$ cat config.mk
export PLATFORM = sky130hd
export DESIGN_NAME = pipeline_ctrl_flat
export DESIGN_NICKNAME = d
export VERILOG_FILES = /design/src/rtl/wisc_pkg.sv /design/src/rtl/pipeline_ctrl_if.sv /design/src/rtl/hazard_detect.sv /design/src/rtl/pipeline_ctrl.sv /design/src/flat_wrapper.sv
export SDC_FILE = /design/constraint.sdc
export NUM_CORES = 1
export LEC_CHECK = 0
export CORE_ASPECT_RATIO = 0.7
export CORE_MARGIN = 2
export CORE_UTILIZATION = 28
export CTS_CLUSTER_SIZE = 10
export DETAILED_ROUTE_END_ITERATION = 10
export SLEW_MARGIN = 30
export SYNTH_ARGS = -nofsm -noshare
export SYNTH_HDL_FRONTEND = slang
export SYNTH_SLANG_ARGS = --single-unit
$ cat constraint.sdc
create_clock -name clk -period 2.3 [get_ports clk]
set_clock_uncertainty 0.1 [all_clocks]
set_input_delay 0.46 -clock clk [delete_from_list [all_inputs] [get_ports clk]]
set_output_delay 0.46 -clock clk [all_outputs]
set_load 0.02 [all_outputs]
$ cat src/rtl/wisc_pkg.sv
// Shared definitions for the pipeline control slice.
// REG_ID_W             : width of an architectural register id.
// DRAIN_CYCLES_DEFAULT : cycles needed to retire in-flight instructions after HLT.
// ctrl_state_e         : pipeline controller FSM encoding.
package wisc_pkg;

    localparam int unsigned REG_ID_W             = 4;
    localparam int unsigned DRAIN_CYCLES_DEFAULT = 3;

    typedef enum logic [1:0] {
        StRun     = 2'd0,
        StMemWait = 2'd1,
        StDrain   = 2'd2,
        StHalt    = 2'd3
    } ctrl_state_e;

endpackage

$ cat src/rtl/pipeline_ctrl_if.sv
// Bundle between the datapath and the pipeline controller.
// Datapath -> controller: ID/EX load info, ID source ids, branch/HLT decode, memory handshake.
// Controller -> datapath: PC and pipeline register write enables, IF/ID flush, ID/EX bubble,
//                         halted flag and the saturating stall-cycle count.
// master: datapath side; slave: controller side.
interface pipeline_ctrl_if #(
    parameter int unsigned CNT_W = 16
);
    import wisc_pkg::*;

    logic                idex_memread;
    logic [REG_ID_W-1:0] idex_rd;
    logic [REG_ID_W-1:0] ifid_rs;
    logic [REG_ID_W-1:0] ifid_rt;
    logic                ifid_uses_rt;
    logic                branch_taken_id;
    logic                hlt_id;
    logic                mem_req;
    logic                mem_ready;

    logic                pc_wen;
    logic                ifid_wen;
    logic                idex_wen;
    logic                exmem_wen;
    logic                memwb_wen;
    logic                ifid_flush;
    logic                idex_bubble;
    logic                halted;
    logic [CNT_W-1:0]    stall_cnt;

    modport master (
        output idex_memread, idex_rd, ifid_rs, ifid_rt, ifid_uses_rt,
        output branch_taken_id, hlt_id, mem_req, mem_ready,
        input  pc_wen, ifid_wen, idex_wen, exmem_wen, memwb_wen,
        input  ifid_flush, idex_bubble, halted, stall_cnt
    );

    modport slave (
        input  idex_memread, idex_rd, ifid_rs, ifid_rt, ifid_uses_rt,
        input  branch_taken_id, hlt_id, mem_req, mem_ready,
        output pc_wen, ifid_wen, idex_wen, exmem_wen, memwb_wen,
        output ifid_flush, idex_bubble, halted, stall_cnt
    );

endinterface

$ cat src/rtl/hazard_detect.sv
// Combinational load-use hazard detection.
// idex_memread_i : load held in ID/EX
// idex_rd_i      : its destination register
// ifid_rs_i/rt_i : sources of the instruction in ID
// ifid_uses_rt_i : ID instruction actually reads rt
// load_use_o     : ID instruction needs the load result one cycle too early
module hazard_detect
    import wisc_pkg::*;
(
    input  logic                idex_memread_i,
    input  logic [REG_ID_W-1:0] idex_rd_i,
    input  logic [REG_ID_W-1:0] ifid_rs_i,
    input  logic [REG_ID_W-1:0] ifid_rt_i,
    input  logic                ifid_uses_rt_i,
    output logic                load_use_o
);

    // R0 is hardwired, so a load targeting it never creates a dependency.
    assign load_use_o = idex_memread_i && (idex_rd_i != '0) &&
                        ((idex_rd_i == ifid_rs_i) ||
                         (ifid_uses_rt_i && (idex_rd_i == ifid_rt_i)));

endmodule

$ cat src/rtl/pipeline_ctrl.sv
// Pipeline controller: stalls for memory waits and load-use hazards, flushes on taken
// branches, drains and halts on HLT, and counts cycles in which the PC is frozen.
// clk : clock, rising edge
// rst : synchronous active-high reset
// bus : controller side of pipeline_ctrl_if (see interface header for signal list)
module pipeline_ctrl
    import wisc_pkg::*;
#(
    parameter int unsigned DRAIN_CYCLES = DRAIN_CYCLES_DEFAULT,
    parameter int unsigned CNT_W        = 16
) (
    input logic           clk,
    input logic           rst,
    pipeline_ctrl_if.slave bus
);

    localparam int unsigned DRAIN_W = (DRAIN_CYCLES < 1) ? 1 : $clog2(DRAIN_CYCLES + 1);
    localparam logic [DRAIN_W-1:0] DRAIN_LOAD = DRAIN_W'(DRAIN_CYCLES);

    ctrl_state_e        state_q, state_d;
    logic [DRAIN_W-1:0] drain_q, drain_d;
    logic [CNT_W-1:0]   stall_q, stall_d;

    logic load_use;
    logic mem_wait;
    logic pc_wen, ifid_wen, idex_wen, exmem_wen, memwb_wen;
    logic ifid_flush, idex_bubble;

    hazard_detect u_hazard_detect (
        .idex_memread_i (bus.idex_memread),
        .idex_rd_i      (bus.idex_rd),
        .ifid_rs_i      (bus.ifid_rs),
        .ifid_rt_i      (bus.ifid_rt),
        .ifid_uses_rt_i (bus.ifid_uses_rt),
        .load_use_o     (load_use)
    );

    always_comb begin
        state_d     = state_q;
        drain_d     = drain_q;
        mem_wait    = 1'b0;
        pc_wen      = 1'b1;
        ifid_wen    = 1'b1;
        idex_wen    = 1'b1;
        exmem_wen   = 1'b1;
        memwb_wen   = 1'b1;
        ifid_flush  = 1'b0;
        idex_bubble = 1'b0;

        unique case (state_q)
            StRun, StMemWait: begin
                // Once an access is outstanding only mem_ready can release it.
                mem_wait = (state_q == StMemWait) ? !bus.mem_ready
                                                  : (bus.mem_req && !bus.mem_ready);
                if (mem_wait) begin
                    state_d   = StMemWait;
                    pc_wen    = 1'b0;
                    ifid_wen  = 1'b0;
                    idex_wen  = 1'b0;
                    exmem_wen = 1'b0;
                    memwb_wen = 1'b0;
                end else begin
                    state_d = StRun;
                    if (load_use) begin
                        // Branch flush is suppressed; the branch re-resolves next cycle.
                        pc_wen      = 1'b0;
                        ifid_wen    = 1'b0;
                        idex_bubble = 1'b1;
                    end else if (bus.hlt_id) begin
                        pc_wen  = 1'b0;
                        drain_d = DRAIN_LOAD;
                        state_d = (DRAIN_CYCLES == 0) ? StHalt : StDrain;
                    end else if (bus.branch_taken_id) begin
                        ifid_flush = 1'b1;
                    end
                end
            end
            StDrain: begin
                pc_wen = 1'b0;
                if (bus.mem_req && !bus.mem_ready) begin
                    // Freeze everything, including the drain count.
                    ifid_wen  = 1'b0;
                    idex_wen  = 1'b0;
                    exmem_wen = 1'b0;
                    memwb_wen = 1'b0;
                end else begin
                    ifid_flush  = 1'b1;
                    idex_bubble = 1'b1;
                    drain_d     = (drain_q != '0) ? drain_q - DRAIN_W'(1) : '0;
                    if (drain_q <= DRAIN_W'(1)) begin
                        state_d = StHalt;
                    end
                end
            end
            StHalt: begin
                pc_wen    = 1'b0;
                ifid_wen  = 1'b0;
                idex_wen  = 1'b0;
                exmem_wen = 1'b0;
                memwb_wen = 1'b0;
            end
            default: state_d = StRun;
        endcase
    end

    always_comb begin
        stall_d = stall_q;
        if (!pc_wen && (state_q != StHalt) && (stall_q != '1)) begin
            stall_d = stall_q + CNT_W'(1);
        end
    end

    always_ff @(posedge clk) begin
        if (rst) begin
            state_q <= StRun;
            drain_q <= '0;
            stall_q <= '0;
        end else begin
            state_q <= state_d;
            drain_q <= drain_d;
            stall_q <= stall_d;
        end
    end

    assign bus.pc_wen      = pc_wen;
    assign bus.ifid_wen    = ifid_wen;
    assign bus.idex_wen    = idex_wen;
    assign bus.exmem_wen   = exmem_wen;
    assign bus.memwb_wen   = memwb_wen;
    assign bus.ifid_flush  = ifid_flush;
    assign bus.idex_bubble = idex_bubble;
    assign bus.halted      = (state_q == StHalt);
    assign bus.stall_cnt   = stall_q;

endmodule
$ cat src/flat_wrapper.sv
// flat-port wrapper written by rule: the top's interface ports become plain ports
module pipeline_ctrl_flat import wisc_pkg::*;
#(
    parameter int unsigned DRAIN_CYCLES = DRAIN_CYCLES_DEFAULT,
    parameter int unsigned CNT_W        = 16
)
  (clk, rst, bus_idex_memread, bus_idex_rd, bus_ifid_rs, bus_ifid_rt, bus_ifid_uses_rt, bus_branch_taken_id, bus_hlt_id, bus_mem_req, bus_mem_ready, bus_pc_wen, bus_ifid_wen, bus_idex_wen, bus_exmem_wen, bus_memwb_wen, bus_ifid_flush, bus_idex_bubble, bus_halted, bus_stall_cnt);
  pipeline_ctrl_if #(.CNT_W(CNT_W)) bus_i ();
  input logic clk;
  input logic rst;
  input wire logic [$bits(bus_i.idex_memread)-1:0] bus_idex_memread;
  input wire logic [$bits(bus_i.idex_rd)-1:0] bus_idex_rd;
  input wire logic [$bits(bus_i.ifid_rs)-1:0] bus_ifid_rs;
  input wire logic [$bits(bus_i.ifid_rt)-1:0] bus_ifid_rt;
  input wire logic [$bits(bus_i.ifid_uses_rt)-1:0] bus_ifid_uses_rt;
  input wire logic [$bits(bus_i.branch_taken_id)-1:0] bus_branch_taken_id;
  input wire logic [$bits(bus_i.hlt_id)-1:0] bus_hlt_id;
  input wire logic [$bits(bus_i.mem_req)-1:0] bus_mem_req;
  input wire logic [$bits(bus_i.mem_ready)-1:0] bus_mem_ready;
  output wire logic [$bits(bus_i.pc_wen)-1:0] bus_pc_wen;
  output wire logic [$bits(bus_i.ifid_wen)-1:0] bus_ifid_wen;
  output wire logic [$bits(bus_i.idex_wen)-1:0] bus_idex_wen;
  output wire logic [$bits(bus_i.exmem_wen)-1:0] bus_exmem_wen;
  output wire logic [$bits(bus_i.memwb_wen)-1:0] bus_memwb_wen;
  output wire logic [$bits(bus_i.ifid_flush)-1:0] bus_ifid_flush;
  output wire logic [$bits(bus_i.idex_bubble)-1:0] bus_idex_bubble;
  output wire logic [$bits(bus_i.halted)-1:0] bus_halted;
  output wire logic [$bits(bus_i.stall_cnt)-1:0] bus_stall_cnt;
  assign bus_i.idex_memread = bus_idex_memread;
  assign bus_i.idex_rd = bus_idex_rd;
  assign bus_i.ifid_rs = bus_ifid_rs;
  assign bus_i.ifid_rt = bus_ifid_rt;
  assign bus_i.ifid_uses_rt = bus_ifid_uses_rt;
  assign bus_i.branch_taken_id = bus_branch_taken_id;
  assign bus_i.hlt_id = bus_hlt_id;
  assign bus_i.mem_req = bus_mem_req;
  assign bus_i.mem_ready = bus_mem_ready;
  assign bus_pc_wen = bus_i.pc_wen;
  assign bus_ifid_wen = bus_i.ifid_wen;
  assign bus_idex_wen = bus_i.idex_wen;
  assign bus_exmem_wen = bus_i.exmem_wen;
  assign bus_memwb_wen = bus_i.memwb_wen;
  assign bus_ifid_flush = bus_i.ifid_flush;
  assign bus_idex_bubble = bus_i.idex_bubble;
  assign bus_halted = bus_i.halted;
  assign bus_stall_cnt = bus_i.stall_cnt;
  pipeline_ctrl #(.DRAIN_CYCLES(DRAIN_CYCLES), .CNT_W(CNT_W)) u_core (.clk(clk), .rst(rst), .bus(bus_i));
endmodule
Yosys cells after proc, flatten, opt, wreduce, memory -nomap -nowiden
Index checks and enable logic that the tools add are counted.

Input bits: 20. Output and inout port bits: 24. Register bits after elaboration: 20. Word-level logic and storage cells: 66.

$add $sub $neg: 2. Eq/ne operators: 12. $lt $le $gt $ge: 1. Reduce and logical (&&, ||, !) cells: 17. Multiplexer cells: 31.

Operator list (number): two-way mux 2 bit (10); adder 16 x 1 -> 16 bit (second input constant) (1); inequality test 16 bit (second input constant) (1); two-way mux 1 bit (14); inequality test 2 bit (second input constant) (5); equality test 4 bit (2); case mux 2 bit (2 select lines) (2); logical AND 1 bit (6); case mux 1 bit (2 select lines) (3); case mux 1 bit (3 select lines) (2); AND reduction 5 bit (1); equality test 2 bit (second input constant) (2); nonzero test 2 bit (2); nonzero test 4 bit (1); OR reduction 2 bit (2); AND reduction 3 bit (1); equality test 2 x 1 -> 1 bit (second input constant) (1); <= comparator 2 x 1 -> 1 bit (second input constant) (1); logical NOT 1 bit (2); logical NOT 2 bit (1); inequality test 2 x 1 -> 1 bit (second input constant) (1); subtractor 2 x 1 -> 2 bit (second input constant) (1); logical OR 1 bit (1).

Depth between registers and ports, before layout
Word-level depth: 10. Mapped depth: 9. Gate-level depth less buffers: 7.

By module
A second synthesis with hierarchy kept.

Cell total of the unflattened synthesis: 160. Area, all modules: 1330.0 sq um.

By module, submodules not included: pipeline_ctrl (cells each 147, sequential area each 400.4 sq um, instances 1, area an instance 1223.7 sq um); hazard_detect (cells each 13, sequential area each 0.0 sq um, instances 1, area an instance 106.4 sq um).

Worst setup path before layout
OpenSTA, ideal clock, no wires.

Kind: input-to-output. Start: input port bus_idex_rd[1]. End: output port bus_ifid_flush. Path buffers: 0. Data arrival time: 1810 ps. Slack: -70 ps. Stages: 6. Required time: 1740 ps. Path through: o41ai_1 > or3b_1 > o221a_2 > nand2_1 > inv_1 > a22o_1.

Longest elaborated chain between the ends: 7. Elaborated cells between the ends (all ways): 10. Classes of those cells: eq/ne: 2; mux: 3; reduce/logical: 5.

RTL lines: from (decl) (RTL line flat_wrapper.sv:12) `input wire logic [$bits(bus_i.idex_rd)-1:0] bus_idex_rd;`; equality test 4 bit (RTL line hazard_detect.sv:21) `(ifid_uses_rt_i && (idex_rd_i == ifid_rt_i)));`; logical AND 1 bit (RTL line hazard_detect.sv:21); logical OR 1 bit (RTL line hazard_detect.sv:20) `((idex_rd_i == ifid_rs_i) ||`; logical AND 1 bit * (RTL line hazard_detect.sv:19) `assign load_use_o = idex_memread_i && (idex_rd_i != '0) &&`; two-way mux 1 bit * (RTL line pipeline_ctrl.sv:64) `if (load_use) begin`; two-way mux 1 bit * (RTL line pipeline_ctrl.sv:55) `if (mem_wait) begin`; case mux 1 bit (2 select lines) * (RTL line pipeline_ctrl.sv:50) `unique case (state_q)`; to (decl) (RTL line flat_wrapper.sv:25) `output wire logic [$bits(bus_i.ifid_flush)-1:0] bus_ifid_flush;`.

Every way passes the cells marked *; elsewhere a longest branch is shown, timed or not.

Final worst setup path
Ends and elaborated chain as after synthesis.

==> metrics.md <==
| Metric | Value |
|---|---|
| Number of distinct library cells after synthesis | 33 |
| Die area | 0.00454 mm^2 |
| Sequential-to-total area share from yosys stat | between 30% and 40% |
| Area growth from synthesis to layout | 69.2% |
| Number of failing hold endpoints at the final stage | 0 |
| Max-cap viol count | 0 |
| Filler Cell Count | 365 |
| Post-layout minimum cycle time | 2.36 ns |
| Failing checks | negative setup slack |
| Cell-by-cell listing of the critical path | buf_8, xor2_1, or3b_4, o221a_4, nand2_4, inv_4, a22o_4, buf_6 |
| Final layout net count | roughly 230 |
| Ant diodes | 0 |
| Cell count after placement | 249 |
| Top-area cell type share of the netlist area | 35.6% |
| Number of antenna violations at the first check in global routing | 0 |
| Io pins | 44 |
| Slowest Stage Delay on Critical Path | 0.38 ns |
| Slew at the pin with the worst max-slew slack | 0.307 ns |
| Area of the mapped netlist | 0.00112 mm^2 |
| Total GRT Usage | 14.9% |
| Max transition margin | 79.5% |
| Final HPWL from detailed placement | 2440 um |
| Maximum buffer depth of the clock tree | 2 |
| Global-route wire length before repair | 5440 um |
| Routed wire length | 3440 um |
| Category of the worst setup path launch point | input pin |
| Overall die width | around 80 um |
| Routed vias/inst | 4.98 |
| Number of global-route vias before repair | roughly 1200 |
| Storage element area | 400 um^2 |
| Total overflow reported by the global router | 0 |
| Detailed router's first-iteration violation count | 155 |
| Critical setup path kind | input pin to output port |
| Status | finished with violations |
| Number of non-filler instances in the completed layout | 256 |
| First-pass detailed-route iteration total | 5 |
| Cells after Synth | 143 |
| Die height | ~57 um |
| Highest ir drop seen on vdd | approximately 280 uV |
| CTS tree | built |
| Biggest area consumer among synthesized cells | dfxtp_1 |
| Required time of the worst setup path | 1.74 ns |
| Sum of negative setup slack | -0.0550 ns |
| Total core area | around 0.0039 mm^2 |
| Fin. max-slew vios | 0 |
| Average wire length per cell after detail routing | 13.4 um |
| Period utilisation layout | 102% |
| Root buffer selected by CTS | clkbuf_8 |
| PD cells | 490 mW/mm^2 |
| Area of the multi-input gates | 795 um^2 |
| Placed Area | 0.00172 mm^2 |
| Weighted congestion at the end of routability-driven global placement | 0.741 |
| Number of warning messages in the yosys log | 0 |
| Later-pin clock latency in the skew report | 0.26 ns |
| Clock-pin slew of the registers on the worst-case setup and hold paths | about 0.080 ns |
| Number of register bits inferred by synthesis | 20 |
| Cell area after layout | ~0.0019 mm^2 |
| Signal arrival time at the worst endpoint | 1.80 ns |
| Quantity of I/O buffers inserted on ports | 43 |
| Fraction of layout cells with a size suffix above 1 | 27.9% |
| Post-CTS Hold Fix Bufs | 0 |
| Sinks on Clock Net | 20 |
| Total vias in the final route | 1274 |
| Number of buffers added by the clock tree synthesis step | 3 |
| Final core area utilization | 49.0% |
| Critical-path cell with the highest stage delay | or3b_4 |
| RSZ-0062 raised after global routing | yes |
| Routed Antenna Nets | 0 |
| Number of levels in the clock H-tree | 1 |
| Syn nets | between 150 and 200 |
| Biggest area contributors in the synthesized netlist | dfxtp_1, a21oi_1, or3_1 |
| Syn_area_per_cell | 7.86 um^2 |
| Type of element capturing the critical path | output port |
| Largest net degree at the start of global routing | 26 |
| Crit Path Max Fanout | 3 |
| Worst-case setup margin in the final layout | -0.0550 ns |
| Drc violations | 0 |
| Standard-cell row count | 19 |
| Initial standard-cell utilization of the core | between 20% and 30% |
| Hold Crit Class | register to register |
| Commonest cells after routing, fill and taps aside | clkdlybuf4s50_1, dfxtp_1, a21oi_1, buf_4, o21ai_0 |
| Overall power after layout | about 930 uW |
| Leak pwr | approximately 0.75 nW |
| Peak Freq | 425 MHz |
| Setup-failing EPs final | 1 |
[metal layers]
layer	track usage, %	vias up	wire [um]
li1	-	640	-
met1	20.0	600	1630
met2	24.6	34	1650
met3	3.64	0	162
met4	2.71	0	0
met5	0	-	0
[metrics by stage]
step	hold slack, ns	setup slack [ns]
finish	0.393	-0.0550
global route	0.421	-0.0869
CTS	0.392	-0.0459
detailed placement	0.381	-0.954
global placement	0.374	-0.889
floorplan	0.358	0.00924
[report_power, final]
group	switching (mW)	internal, mW	total (mW)	leakage [nW]
clock	0.121	0.152	0.273	0.0288
sequential	0.0183	0.361	0.380	0.163
combinational	0.134	0.144	0.278	0.554
[sequential cells by signal, indices dropped and copies added, names as in the netlist]
| signal | flops |
|---|---|
| u_core.drain_q | 2 |
| u_core.bus.stall_cnt | 16 |
| u_core.state_q | 2 |
[kinds of logic (layout without fill, tap and decap cells)]
family                   Yosys count  in the layout  synth area share (%)
flip-flops                        20             20                  35.6
XOR/XNOR                           9              9                  7.02
adder cells (fa/ha/maj)            1              1                  1.11
AO/OA/AOI/OAI                     40             40                  20.3
buffers and inverters             10             71                  4.79
multiplexers                       2              2                  1.89
AND/OR/NAND/NOR                   61             61                  29.3
[final timing paths]
path                                   startpoint                                   end  slack, ns  depth (start not counted)
min                u_core.drain_q[1]$_SDFFE_PP0P_        u_core.drain_q[1]$_SDFFE_PP0P_       0.39                          2
max                                bus_idex_rd[1]                        bus_ifid_flush      -0.06                          8
max reg2reg  u_core.bus.stall_cnt[1]$_SDFFE_PP0P_  u_core.bus.stall_cnt[9]$_SDFFE_PP0P_       0.24                          7
min reg2reg        u_core.drain_q[1]$_SDFFE_PP0P_        u_core.drain_q[1]$_SDFFE_PP0P_       0.39                          2
[synth_stat cells]
| library cell | n |
|---|---|
| dfxtp_1 | 20 |
| a21oi_1 | 17 |
| o21ai_0 | 14 |
| or3_1 | 13 |
| nor2_1 | 12 |
| nand3_1 | 9 |
| nand2_1 | 7 |
| xnor2_1 | 7 |
| nor2b_1 | 5 |
| inv_1 | 4 |
| and4_1 | 3 |
| nand4_1 | 3 |
| nor3_1 | 3 |
| a31oi_1 | 2 |
| and3_1 | 2 |
| buf_4 | 2 |
| clkbuf_1 | 2 |
| nand2b_1 | 2 |
| xor2_1 | 2 |
| a211oi_1 | 1 |
| a21bo_2 | 1 |
| a22o_1 | 1 |
| buf_2 | 1 |
| buf_6 | 1 |
| ha_1 | 1 |
| mux2_2 | 1 |
| mux2i_1 | 1 |
| o221a_2 | 1 |
| o22ai_1 | 1 |
| o31ai_1 | 1 |
| o41ai_1 | 1 |
| or2_2 | 1 |
| or3b_1 | 1 |
[worst max-delay path: cells and delay by family]
| kind | cells | cell delay, ns |
|---|---|---|
| xor gates and xnor gates | 1 | 0.13 |
| and+or+nand+nor | 2 | 0.45 |
| buffers and inverters | 3 | 0.27 |
| AOI/OAI and AO/OA | 2 | 0.48 |
[cell type report]
type                            instances  area share (%)
Clock buffer                            4            2.90
Multi-Input combinational cell        113            41.8
Timing Repair Buffer                   63            29.9
Sequential cell                        20            21.1
Tap cell                               52            3.42
Inverter                                4           0.922
[timing repair]
| action | CTS | global route |
|---|---|---|
| setup endpoints to repair | 22 | 18 |
| gates resized for setup | 73 | 30 |
| buffers inserted | 2 | 1 |
| hold endpoints to repair | 0 | 0 |
| gates cloned | 0 | 0 |
| pin swaps | 12 | 7 |
Note: power is estimated with default switching activity, not from simulation.
